--- config.mk ---
export PLATFORM = sky130hd
export DESIGN_NAME = chunked_subtractor_n
export DESIGN_NICKNAME = d
export VERILOG_FILES = /design/src/rtl/chunked_subtractor_n.sv
export SDC_FILE = /design/constraint.sdc
export NUM_CORES = 1
export LEC_CHECK = 0
export ABC_AREA = 1
export CAP_MARGIN = 20
export CELL_PAD_IN_SITES_DETAIL_PLACEMENT = 0
export CELL_PAD_IN_SITES_GLOBAL_PLACEMENT = 1
export CORE_ASPECT_RATIO = 1.4
export CORE_MARGIN = 1
export CORE_UTILIZATION = 42
export CTS_CLUSTER_SIZE = 20
export DETAILED_ROUTE_END_ITERATION = 12
export PLACE_DENSITY = 0.88
export SYNTH_ARGS = -nofsm -noshare
export SYNTH_HDL_FRONTEND = slang
export SYNTH_SLANG_ARGS = --single-unit
--- constraint.sdc ---
create_clock -name clk -period 4.05 [get_ports clk]
set_input_delay 1.0125 -clock clk [delete_from_list [all_inputs] [get_ports clk]]
set_output_delay 1.0125 -clock clk [all_outputs]
set_load 0.01 [all_outputs]
--- src/rtl/chunked_subtractor_n.sv ---
// chunked_subtractor_n
// Multi-cycle WIDTH-bit subtractor: diff = a - b - bin, with borrow-out.
// Each RUN cycle handles CHUNK bits, LSB chunk first. The borrow ripples
// between chunks through a register, so the critical path stays CHUNK bits
// long. A start/done handshake surrounds the operation.
// Optional macro SUB_OVF_EN adds the registered signed-overflow output ovf.
module chunked_subtractor_n #(
    parameter int WIDTH = 16,
    parameter int CHUNK = 4
) (
    input  logic             clk,
    input  logic             rst_n,
    input  logic             start,
    input  logic [WIDTH-1:0] a,
    input  logic [WIDTH-1:0] b,
    input  logic             bin,
    output logic             busy,
    output logic             done,
    output logic [WIDTH-1:0] diff,
    output logic             bout
`ifdef SUB_OVF_EN
    ,
    output logic             ovf
`endif
);

    localparam int NCH   = WIDTH / CHUNK;
    localparam int CNT_W = (NCH > 1) ? $clog2(NCH) : 1;
    localparam logic [CNT_W-1:0] LAST_CNT = CNT_W'(NCH - 1);

    generate
        if (WIDTH < 1 || CHUNK < 1 || CHUNK > WIDTH || (WIDTH % CHUNK) != 0) begin : g_bad_params
            $error("chunked_subtractor_n: need 1 <= CHUNK <= WIDTH and WIDTH %% CHUNK == 0");
        end
    endgenerate

    typedef enum logic [1:0] {
        IDLE = 2'd0,
        RUN  = 2'd1,
        DONE = 2'd2
    } state_t;

    state_t state;

    // Operands are shifted right each RUN cycle so the active chunk is
    // always in the low CHUNK bits; no wide index mux is needed.
    logic [WIDTH-1:0] a_sh;
    logic [WIDTH-1:0] b_sh;
    logic [WIDTH-1:0] work;
    logic             borrow;
    logic [CNT_W-1:0] cnt;

    logic [CHUNK:0]   chunk_res;
    logic [WIDTH-1:0] work_next;
    logic             accept;

`ifdef SUB_OVF_EN
    // Only the sign bits of the captured operands are needed for overflow.
    logic a_msb;
    logic b_msb;
    logic ovf_next;
`endif

    // Ripple of per-bit full subtractors over one chunk.
    // Returns {borrow_out, difference}.
    function automatic logic [CHUNK:0] sub_chunk(
        input logic [CHUNK-1:0] x,
        input logic [CHUNK-1:0] y,
        input logic             bi
    );
        logic [CHUNK-1:0] d;
        logic             br;
        br = bi;
        d  = '0;
        for (int i = 0; i < CHUNK; i++) begin
            d[i] = x[i] ^ y[i] ^ br;
            br   = (~x[i] & y[i]) | (~(x[i] ^ y[i]) & br);
        end
        return {br, d};
    endfunction

    // A new operation can be accepted from IDLE or from the DONE cycle.
    assign accept = start && (state == IDLE || state == DONE);

    // Subtract the current low chunk against the registered borrow.
    always_comb begin
        chunk_res = sub_chunk(a_sh[CHUNK-1:0], b_sh[CHUNK-1:0], borrow);
    end

    // New chunks enter the working result from the top and shift down, so
    // after NCH cycles the first chunk has reached bit 0.
    generate
        if (CHUNK == WIDTH) begin : g_single_chunk
            always_comb begin
                work_next = chunk_res[CHUNK-1:0];
            end
        end else begin : g_multi_chunk
            always_comb begin
                work_next = {chunk_res[CHUNK-1:0], work[WIDTH-1:CHUNK]};
            end
        end
    endgenerate

`ifdef SUB_OVF_EN
    // Two's-complement overflow: operand signs differ and the result sign
    // does not match the minuend.
    always_comb begin
        ovf_next = (a_msb != b_msb) && (work_next[WIDTH-1] != a_msb);
    end
`endif

    // Control FSM, operand capture, chunk iteration and result registers.
    always_ff @(posedge clk or negedge rst_n) begin
        if (!rst_n) begin
            state  <= IDLE;
            busy   <= 1'b0;
            done   <= 1'b0;
            diff   <= '0;
            bout   <= 1'b0;
            a_sh   <= '0;
            b_sh   <= '0;
            work   <= '0;
            borrow <= 1'b0;
            cnt    <= '0;
`ifdef SUB_OVF_EN
            ovf    <= 1'b0;
            a_msb  <= 1'b0;
            b_msb  <= 1'b0;
`endif
        end else begin
            done <= 1'b0;
            if (accept) begin
                a_sh   <= a;
                b_sh   <= b;
                borrow <= bin;
                work   <= '0;
                cnt    <= '0;
                busy   <= 1'b1;
                state  <= RUN;
`ifdef SUB_OVF_EN
                a_msb  <= a[WIDTH-1];
                b_msb  <= b[WIDTH-1];
`endif
            end else begin
                case (state)
                    IDLE: begin
                        state <= IDLE;
                    end
                    RUN: begin
                        a_sh   <= a_sh >> CHUNK;
                        b_sh   <= b_sh >> CHUNK;
                        work   <= work_next;
                        borrow <= chunk_res[CHUNK];
                        cnt    <= cnt + 1'b1;
                        if (cnt == LAST_CNT) begin
                            diff  <= work_next;
                            bout  <= chunk_res[CHUNK];
                            busy  <= 1'b0;
                            done  <= 1'b1;
                            state <= DONE;
`ifdef SUB_OVF_EN
                            ovf   <= ovf_next;
`endif
                        end
                    end
                    DONE: begin
                        state <= IDLE;
                    end
                    default: begin
                        state <= IDLE;
                    end
                endcase
            end
        end
    end

endmodule

==> impl_metrics.yaml, run 1 <==
route:
  via_per_inst: 4.849
  vias: 2415
  wl_per_cell_um: 11.96
  drt_iter0_markers: 145
  antenna_left: 0
  firstDrtPassIters: 4
  wirelength_um: 5955
  drc_errors: 0
yosys:
  synth_area_um2: 3105
  ys_seq_area_share_pct: 54.79
  synth-seq-cells: 68
  syn_avg_cell_area_um2: 8.822
  synth_nets: 393
  ys_types: 18
  syn-instance-count: 352
  yosysWarningCount: 0
grt:
  grt_max_degree: 57
  grt_overflow_total: 0
  grt_pass1_vias: 2457
  grt_pass1_wl_um: 10790
  grt_use_total_pct: 18.09
  grt_antenna_before_repair: 0
worst_setup_path:
  worst-path-max-fanout: 2
  worstPathRequired_ps: 4280
  cp-end-kind: "flip-flop"
  crit_type: "flip-flop to flip-flop"
  worstPathArrival_ps: 2550
  start_kind: "flip-flop"
placed_design:
  gp_congestion: 0.7878
  post-dp-hpwl_um: 3945
  post-place-ws_ps: 1411
  io_buffers: 54
  placed_cells: 482
  post_dp_cell_area_um2: 3595
finish:
  seq_area_um2: 1702
  area.growth.synth_to_final_pct: 21.72
  antenna_cells: 0
  instances_no_fill: 498
  final_layout_size_suffix_gt1_share_pct: 5.707
  nFillCells: 691
  design_area_um2: 3780
  layout_common_cells: "155 x nand2_1, 72 x nand3_1, 68 x dfrtp_1"
  multi_input_area_um2: 1147
  fin_util_pct: 53.45
  nets: 439
  layout_commonest_cell: "nand2_1"
die:
  start_util_pct: 43.91
  die_y_um: 103.7
  ios: 55
  die-area_um2: 7747
  rows: 36
  die_x_um: 74.68
  core_um2: 7072
clock_network:
  clock_latency_ps: 340
  post_cts_resized: 0
  clockBufferDepth: 2
  post_cts_buffers: 0
  root_buffer: "clkbuf_8"
  cts_hold_buf: 0
  h-tree-depth: 3
  clkSlewWorstSetupHoldPaths_ps: 70
  cts_buffers: 9
  cts_tree: "built"
  cts_sinks: 68
sta:
  maxSlewHeadroom_pct: 33.81
  fin_hold_ws_ps: 473.9
  rsz0062_at_grt: "false"
  maxSlewViolCount: 0
  tns_ps: 0
  period_minus_slack_ps: 2318
  tightest_slew_ps: 989.3
  skew_ps: 7.991
  timing.final.crit_share_pct: 57.23
  worst_slack_ps: 1732
  finalSetupViolCount: 0
  hold_viol_final: 0
  max_freq_ghz: 0.4315
job:
  maxCapViolations: 0
power_and_ir_drop:
  pwr-share-seq_pct: 40.7
  p_int_mw: 1.766
  pwr-share-comb_pct: 41.0
  leakagePower_nw: 1.916
  max-vdd-ir-drop_mv: 0.3566
  totalPowerFinal_mw: 2.911
  p_clk_share_pct: 18.3
  swShare_pct: 39.32
  p_per_area_nw_per_um2: 770.1
  power_switching_mw: 1.145
hold_path:
  min_path_type: "flip-flop to flip-flop"
run_status:
  status: "completed"
-- path summary, 6_finish.rpt --
path	startpoint	end	slack (ps)	cells past startpoint
setup / recovery	a_sh[0]$_DFFE_PN0N_	diff[15]$_DFFE_PN0P_	1730	10
hold / removal	bout$_DFFE_PN0P_	bout$_DFFE_PN0P_	470	2
setup reg to reg	a_sh[0]$_DFFE_PN0N_	diff[15]$_DFFE_PN0P_	1730	10
hold reg to reg	bout$_DFFE_PN0P_	bout$_DFFE_PN0P_	470	2
max in group asynchronous	rst_n	diff[15]$_DFFE_PN0P_	2350	2
min in group asynchronous	rst_n	diff[7]$_DFFE_PN0P_	830	1
-- metal layers --
layer	track usage, %	part of all wire (%)	up-vias
li1	-	-	1203
met1	21.68	43	1141
met2	30.44	52	57
met3	3.016	2.8	14
met4	8.895	2.5	0
met5	0	0	-
-- power groups by stage --
| stage | clock network (mW) | registers [mW] | logic (mW) |
|---|---|---|---|
| global placement | 0 | 1.18 | 1.17 |
| detailed placement | 0 | 1.20 | 1.22 |
| CTS | 0.540 | 1.19 | 1.22 |
| global route | 0.570 | 1.22 | 1.38 |
| finish | 0.532 | 1.19 | 1.19 |
| floorplan | 0 | 1.18 | 0.914 |
-- layout make-up --
type | count | area share [%]
clock buffer | 12 | 3.575
clock inverter | 4 | 1.324
inverter | 21 | 2.218
multi-input combinational | 243 | 30.35
sequential | 68 | 45.02
tap | 95 | 3.145
timing repair buffer | 55 | 14.37
-- worst max-delay path, stage by stage (launching register included) --
cell	delay (ps)
dfrtp_1	350
inv_1	60
fa_1	440
inv_1	80
fa_1	150
inv_1	50
fa_1	380
inv_1	80
fa_1	460
nand2_1	100
nand2_1	50
-- state kept, by name, indices dropped and copies added, names as in the netlist --
signal,cells
b_sh,16
state,2
diff,16
work,12
busy,1
borrow,1
a_sh,16
done,1
cnt,2
bout,1
-- cell families after synthesis --
family / after synthesis / share of synthesized area, %
and+or+nand+nor: 234 / 33.32
adders and majority gates: 5 / 2.982
AOI/OAI and AO/OA: 4 / 0.6443
buffers and inverters: 41 / 8.260
DFF: 68 / 54.79
-- Yosys cell counts --
cell     instances  area (um2)
buf_2            6       30.03
buf_4            4       30.03
buf_6           10       112.6
dfrtp_1         68        1702
fa_1             4       80.08
ha_1             1       12.51
inv_1           19       71.32
inv_4            2       12.51
nand2_1        155       581.8
nand2_2          1       6.260
nand2_4          1       11.26
nand2_8          1       20.02
nand3_1         72       360.4
nor2_1           1       3.750
nor2_4           1       11.26
nor2_8           2       40.04
o21ai_0          3       15.01
o21ai_1          1       5.000
(Power assumes the default switching activity.)
==> run 2: changes to the inputs <==
- CORE_UTILIZATION: 42 -> 39
- PLACE_DENSITY: 0.88 -> 0.83
- clock period: 4.05 -> 2.2 ns (I/O delays scaled with it)
==> run 2 against run 1 <==
Net effect:
- the run now ends with design-rule violations left
- critical path type unchanged
- critical endpoint is now work[15]$_DFFE_PN0N_
- first-iteration DRC count grew 14%
- critical path depth stayed put
- clock skew is 1.6 ps lower
==> impl_metrics.yaml, run 2 (synthesized netlist as in run 1, its figures left out) <==
route:
  via_per_inst: 4.738
  drc_errors: 1
  firstDrtPassIters: 8
  drt_iter0_markers: 166
  wl_per_cell_um: 12.26
  antenna_left: 0
  wirelength_um: 6226
  vias: 2407
run_status:
  violations: "design-rule violations"
  status: "finished, violations left"
job:
  maxCapViolations: 0
power_and_ir_drop:
  totalPowerFinal_mw: 5.478
  leakagePower_nw: 1.964
  p_int_mw: 3.359
  pwr-share-comb_pct: 41.1
  max-vdd-ir-drop_mv: 0.5420
  p_clk_share_pct: 19.0
  power_switching_mw: 2.119
  pwr-share-seq_pct: 39.9
  p_per_area_nw_per_um2: 1415
  swShare_pct: 38.68
worst_setup_path:
  r2r_end: "work[15]$_DFFE_PN0N_"
  worstSetupStartpoint: "a_sh[0]$_DFFE_PN0N_"
  worstPathArrival_ps: 2320
  endpoint: "work[15]$_DFFE_PN0N_"
  start_kind: "flip-flop"
  reg2regPathDepth: 10
  crit_type: "flip-flop to flip-flop"
  worst-path-max-fanout: 2
  cp-end-kind: "flip-flop"
  worstPathRequired_ps: 2430
  reg2reg_from: "a_sh[0]$_DFFE_PN0N_"
  ff2ff_setup_slack_ps: 110
grt:
  grt_overflow_total: 0
  grt_pass1_wl_um: 10920
  grt_max_degree: 69
  grt_antenna_before_repair: 0
  grt_pass1_vias: 2356
  grt_use_total_pct: 17.10
die:
  die_x_um: 77.42
  core_um2: 7750
  rows: 38
  die-area_um2: 8328
  ios: 55
  die_y_um: 107.6
  start_util_pct: 40.07
placed_design:
  io_buffers: 54
  post-dp-hpwl_um: 4084
  gp_congestion: 0.7910
clock_network:
  cts_sinks: 68
  cts_hold_buf: 0
  root_buffer: "clkbuf_8"
  clkSlewWorstSetupHoldPaths_ps: 70
  post_cts_buffers: 0
  cts_buffers: 9
  clockBufferDepth: 2
  h-tree-depth: 3
  cts_tree: "built"
  clock_latency_ps: 340
finish:
  fin_util_pct: 49.95
  layout_commonest_cell: "nand2_1"
  nets: 444
  top_regs: "a_sh x16, b_sh x16, diff x16"
  nFillCells: 745
  layout_common_cells: "155 x nand2_1, 72 x nand3_1, 68 x dfrtp_1"
  antenna_cells: 0
  final_layout_size_suffix_gt1_share_pct: 8.088
  area.growth.synth_to_final_pct: 24.66
sta:
  tightest_slew_ps: 531.1
  hold_viol_final: 0
  skew_ps: 6.380
  maxSlewViolCount: 0
  rsz0062_at_grt: "false"
  timing.final.crit_share_pct: 94.85
  tns_ps: 0
  max_freq_ghz: 0.4792
  finalSetupViolCount: 0
  maxSlewHeadroom_pct: 64.59
  period_minus_slack_ps: 2087
hold_path:
  min_path_type: "input port to asynchronous set/reset pin"
[run 2: area by class of cell]
type,instances,area [um2],area share (%)
Inverter,21,83.83,2.165
Multi-Input combinational cell,243,1152,29.77
Clock inverter,4,47.55,1.228
Sequential cell,68,1702,43.96
Timing Repair Buffer,60,605.6,15.64
Tap cell,100,125.1,3.232
Clock buffer,12,155.1,4.008
[run 2: stage by stage]
stage	cell area [um2]	setup WS [ps]	cells	hold slack [ps]
6_report	3871	113.4	508	219.4
5_1_grt	3871	9.659	508	243.7
4_1_cts	3869	21.09	508	235.8
3_5_place_dp	3664	11.89	492	462.7
3_3_place_gp	3664	72.58	492	456.6
2_1_floorplan	3105	118.0	352	254.4
[run 2: worst min-delay path by stage]
stage	slack, ps	start	cells past startpoint	to
after floorplan	250	rst_n	0	a_sh[0]$_DFFE_PN0N_
after global placement	460	work[4]$_DFFE_PN0N_	2	diff[0]$_DFFE_PN0P_
after detailed placement	460	work[4]$_DFFE_PN0N_	2	diff[0]$_DFFE_PN0P_
after CTS	240	rst_n	2	diff[0]$_DFFE_PN0P_
after global routing	240	rst_n	2	cnt[0]$_DFFE_PN0N_
final	220	rst_n	2	done$_DFF_PN0_
[run 2: power groups by stage]
stage	combinational (mW)	clock [mW]	sequential [mW]
after floorplan	1.68	0	2.16
after global placement	2.21	0	2.19
after detailed placement	2.27	0	2.21
after CTS	2.29	1.06	2.19
after global routing	2.57	1.13	2.26
final	2.25	1.04	2.19
[run 2: layer usage]
layer	wire, um	vias to the layer above	share of wire (%)	track usage, %
li1	-	1218	-	-
met1	2791	1113	45	21.31
met2	3070	66	49	28.00
met3	251	10	4.0	4.153
met4	113	0	1.8	7.682
met5	0	-	0	0
[run 2: repair_timing]
action,4_1_cts,5_1_grt
gates resized for setup,1,2
setup endpoints to repair,1,2
endpoints found under the hold margin,0,0
pin swaps,1,1
[run 2: worst max-delay path, cell delays in order, from the launching register on]
cell	delay, ps
dfrtp_1	340
inv_1	60
fa_2	370
inv_1	70
fa_1	150
inv_1	50
fa_2	330
inv_2	60
fa_1	410
nand2_1	80
nand2_1	50
==> run 3: changes to the inputs <==
- CORE_MARGIN: 1 -> 10
- SKIP_CTS_REPAIR_TIMING: not set -> 1
- SKIP_LAST_GASP: not set -> 1
==> run 3 against run 2 <==
Net effect:
- the flow now finishes without violations
- die area grew 44%
- global-route usage shrank 5.0 points
- combinational power grew 3%
- sequential share of layout area shrank 0.085 points
- setup slack lost 8.2 ps
- fmax shrank 0.39%
- routed wire length grew 9.9%
- via count grew 0.42%
- non-clock buffer count grew 1
==> impl_metrics.yaml, run 3 (synthesized netlist as in run 1, its figures left out) <==
sta:
  timing.final.crit_share_pct: 95.22
  max_freq_ghz: 0.4774
  fin_hold_ws_ps: 230.3
  tightest_slew_ps: 562.3
  hold_viol_final: 0
  maxSlewHeadroom_pct: 62.52
  period_minus_slack_ps: 2095
  finalSetupViolCount: 0
  worst_slack_ps: 105.2
  maxSlewViolCount: 0
  rsz0062_at_grt: "true"
  skew_ps: 4.253
worst_setup_path:
  worstPathArrival_ps: 2310
  critPathTopFamily: "adder cells"
  crit_type: "flip-flop to flip-flop"
  reg2reg_from: "a_sh[0]$_DFFE_PN0N_"
  cpMostUsedCell: "inv_2"
  ff2ff_setup_slack_ps: 110
  crit_buf_inv: 4
  cp_cell_sequence: "inv_2 -> fa_2 -> inv_2 -> fa_1 -> inv_2 -> fa_2 -> inv_2 -> fa_1 -> nand2_1 -> nand2_1"
  slowest_stage: "fa_1"
  reg2regPathDepth: 10
  cp-end-kind: "flip-flop"
  start_kind: "flip-flop"
  worst-path-max-fanout: 2
  r2r_end: "work[15]$_DFFE_PN0N_"
  max_stage_delay_ps: 420
  worstPathRequired_ps: 2420
power_and_ir_drop:
  p_clk_share_pct: 18.4
  pwr-share-seq_pct: 39.7
  max-vdd-ir-drop_mv: 0.4892
  swShare_pct: 38.71
  p_per_area_nw_per_um2: 1421
  leakagePower_nw: 1.967
  pwr-share-comb_pct: 41.9
  power_switching_mw: 2.134
  p_int_mw: 3.379
placed_design:
  io_buffers: 54
  gp_congestion: 0.7650
  post-dp-hpwl_um: 4669
  post-place-ws_ps: 8.556
grt:
  grt_overflow_total: 0
  grt_use_total_pct: 12.07
  grt_pass1_wl_um: 11700
  grt_antenna_before_repair: 0
  grt_max_degree: 69
  grt_pass1_vias: 2497
die:
  start_util_pct: 40.07
  die-area_um2: 11980
  rows: 38
  die_x_um: 95.42
  core_um2: 7750
  ios: 55
  die_y_um: 125.6
route:
  wl_met1_um: 2993
  antenna_left: 0
  drt_iter0_markers: 123
  wl_per_cell_um: 13.50
  drc_errors: 0
  firstDrtPassIters: 6
  wirelength_um: 6842
  via_per_inst: 4.767
  met3_length_um: 391
  vias: 2417
  wl_met2_um: 3310
  highest_layer: "met4"
clock_network:
  cts_buffers: 9
  cts_tree: "built"
  h-tree-depth: 3
  cts_sinks: 68
  clockBufferDepth: 2
  clkSlewWorstSetupHoldPaths_ps: 70
  clock_latency_ps: 330
  root_buffer: "clkbuf_8"
finish:
  final_layout_size_suffix_gt1_share_pct: 8.600
  layout_commonest_cell: "nand2_1"
  layout_common_cells: "155 x nand2_1, 72 x nand3_1, 68 x dfrtp_1"
  nets: 445
  antenna_cells: 0
  top_regs: "a_sh x16, b_sh x16, diff x16"
  area.growth.synth_to_final_pct: 24.90
hold_path:
  min_path_type: "input port to asynchronous set/reset pin"
run_status:
  status: "completed"
job:
  maxCapViolations: 0
[run 3: how the worst max path moves through the flow]
stage,start,to,slack (ps),depth (start not counted)
detailed placement,a_sh[0]$_DFFE_PN0N_,work[15]$_DFFE_PN0N_,9,10
floorplan,a_sh[0]$_DFFE_PN0N_,work[15]$_DFFE_PN0N_,120,10
global placement,a_sh[0]$_DFFE_PN0N_,work[15]$_DFFE_PN0N_,70,10
global route,a_sh[0]$_DFFE_PN0N_,work[15]$_DFFE_PN0N_,-20,10
CTS,a_sh[0]$_DFFE_PN0N_,work[15]$_DFFE_PN0N_,-9,10
finish,a_sh[0]$_DFFE_PN0N_,work[15]$_DFFE_PN0N_,110,10
[run 3: area by class of cell]
| type | count | area (um2) |
|---|---|---|
| Tap cell | 100 | 125.1 |
| Fill cell | 745 | 3871 |
| Clock inverter | 2 | 35.03 |
| Timing Repair Buffer | 61 | 625.6 |
| Clock buffer | 12 | 155.1 |
| Inverter | 21 | 83.83 |
| Multi-Input combinational cell | 243 | 1152 |
| Sequential cell | 68 | 1702 |
[run 3: per-stage QoR]
step           cells  total power, mW  TNS (ps)  area (um2)  utilization [%]
5_1_grt          507            5.991    -43.35        3879            50.05
4_1_cts          506            5.545    -14.37        3866            49.89
6_report         507            5.513         0        3879            50.05
2_1_floorplan    352            3.846         0        3105                -
3_5_place_dp     492            4.525         0        3676            47.43
3_3_place_gp     492            4.447         0        3676            47.43
[run 3: power by group through the flow]
stage | Clock, mW | Combinational [mW] | Sequential, mW
2_1_floorplan | 0 | 1.68 | 2.16
3_3_place_gp | 0 | 2.26 | 2.19
3_5_place_dp | 0 | 2.32 | 2.20
4_1_cts | 1.03 | 2.33 | 2.19
5_1_grt | 1.09 | 2.65 | 2.26
6_report | 1.01 | 2.31 | 2.19
[run 3: metal layers]
layer | global-route usage (%) | up-vias
li1 | - | 1211
met1 | 14.29 | 1131
met2 | 20.00 | 62
met3 | 2.455 | 13
met4 | 6.005 | 0
met5 | 0 | -
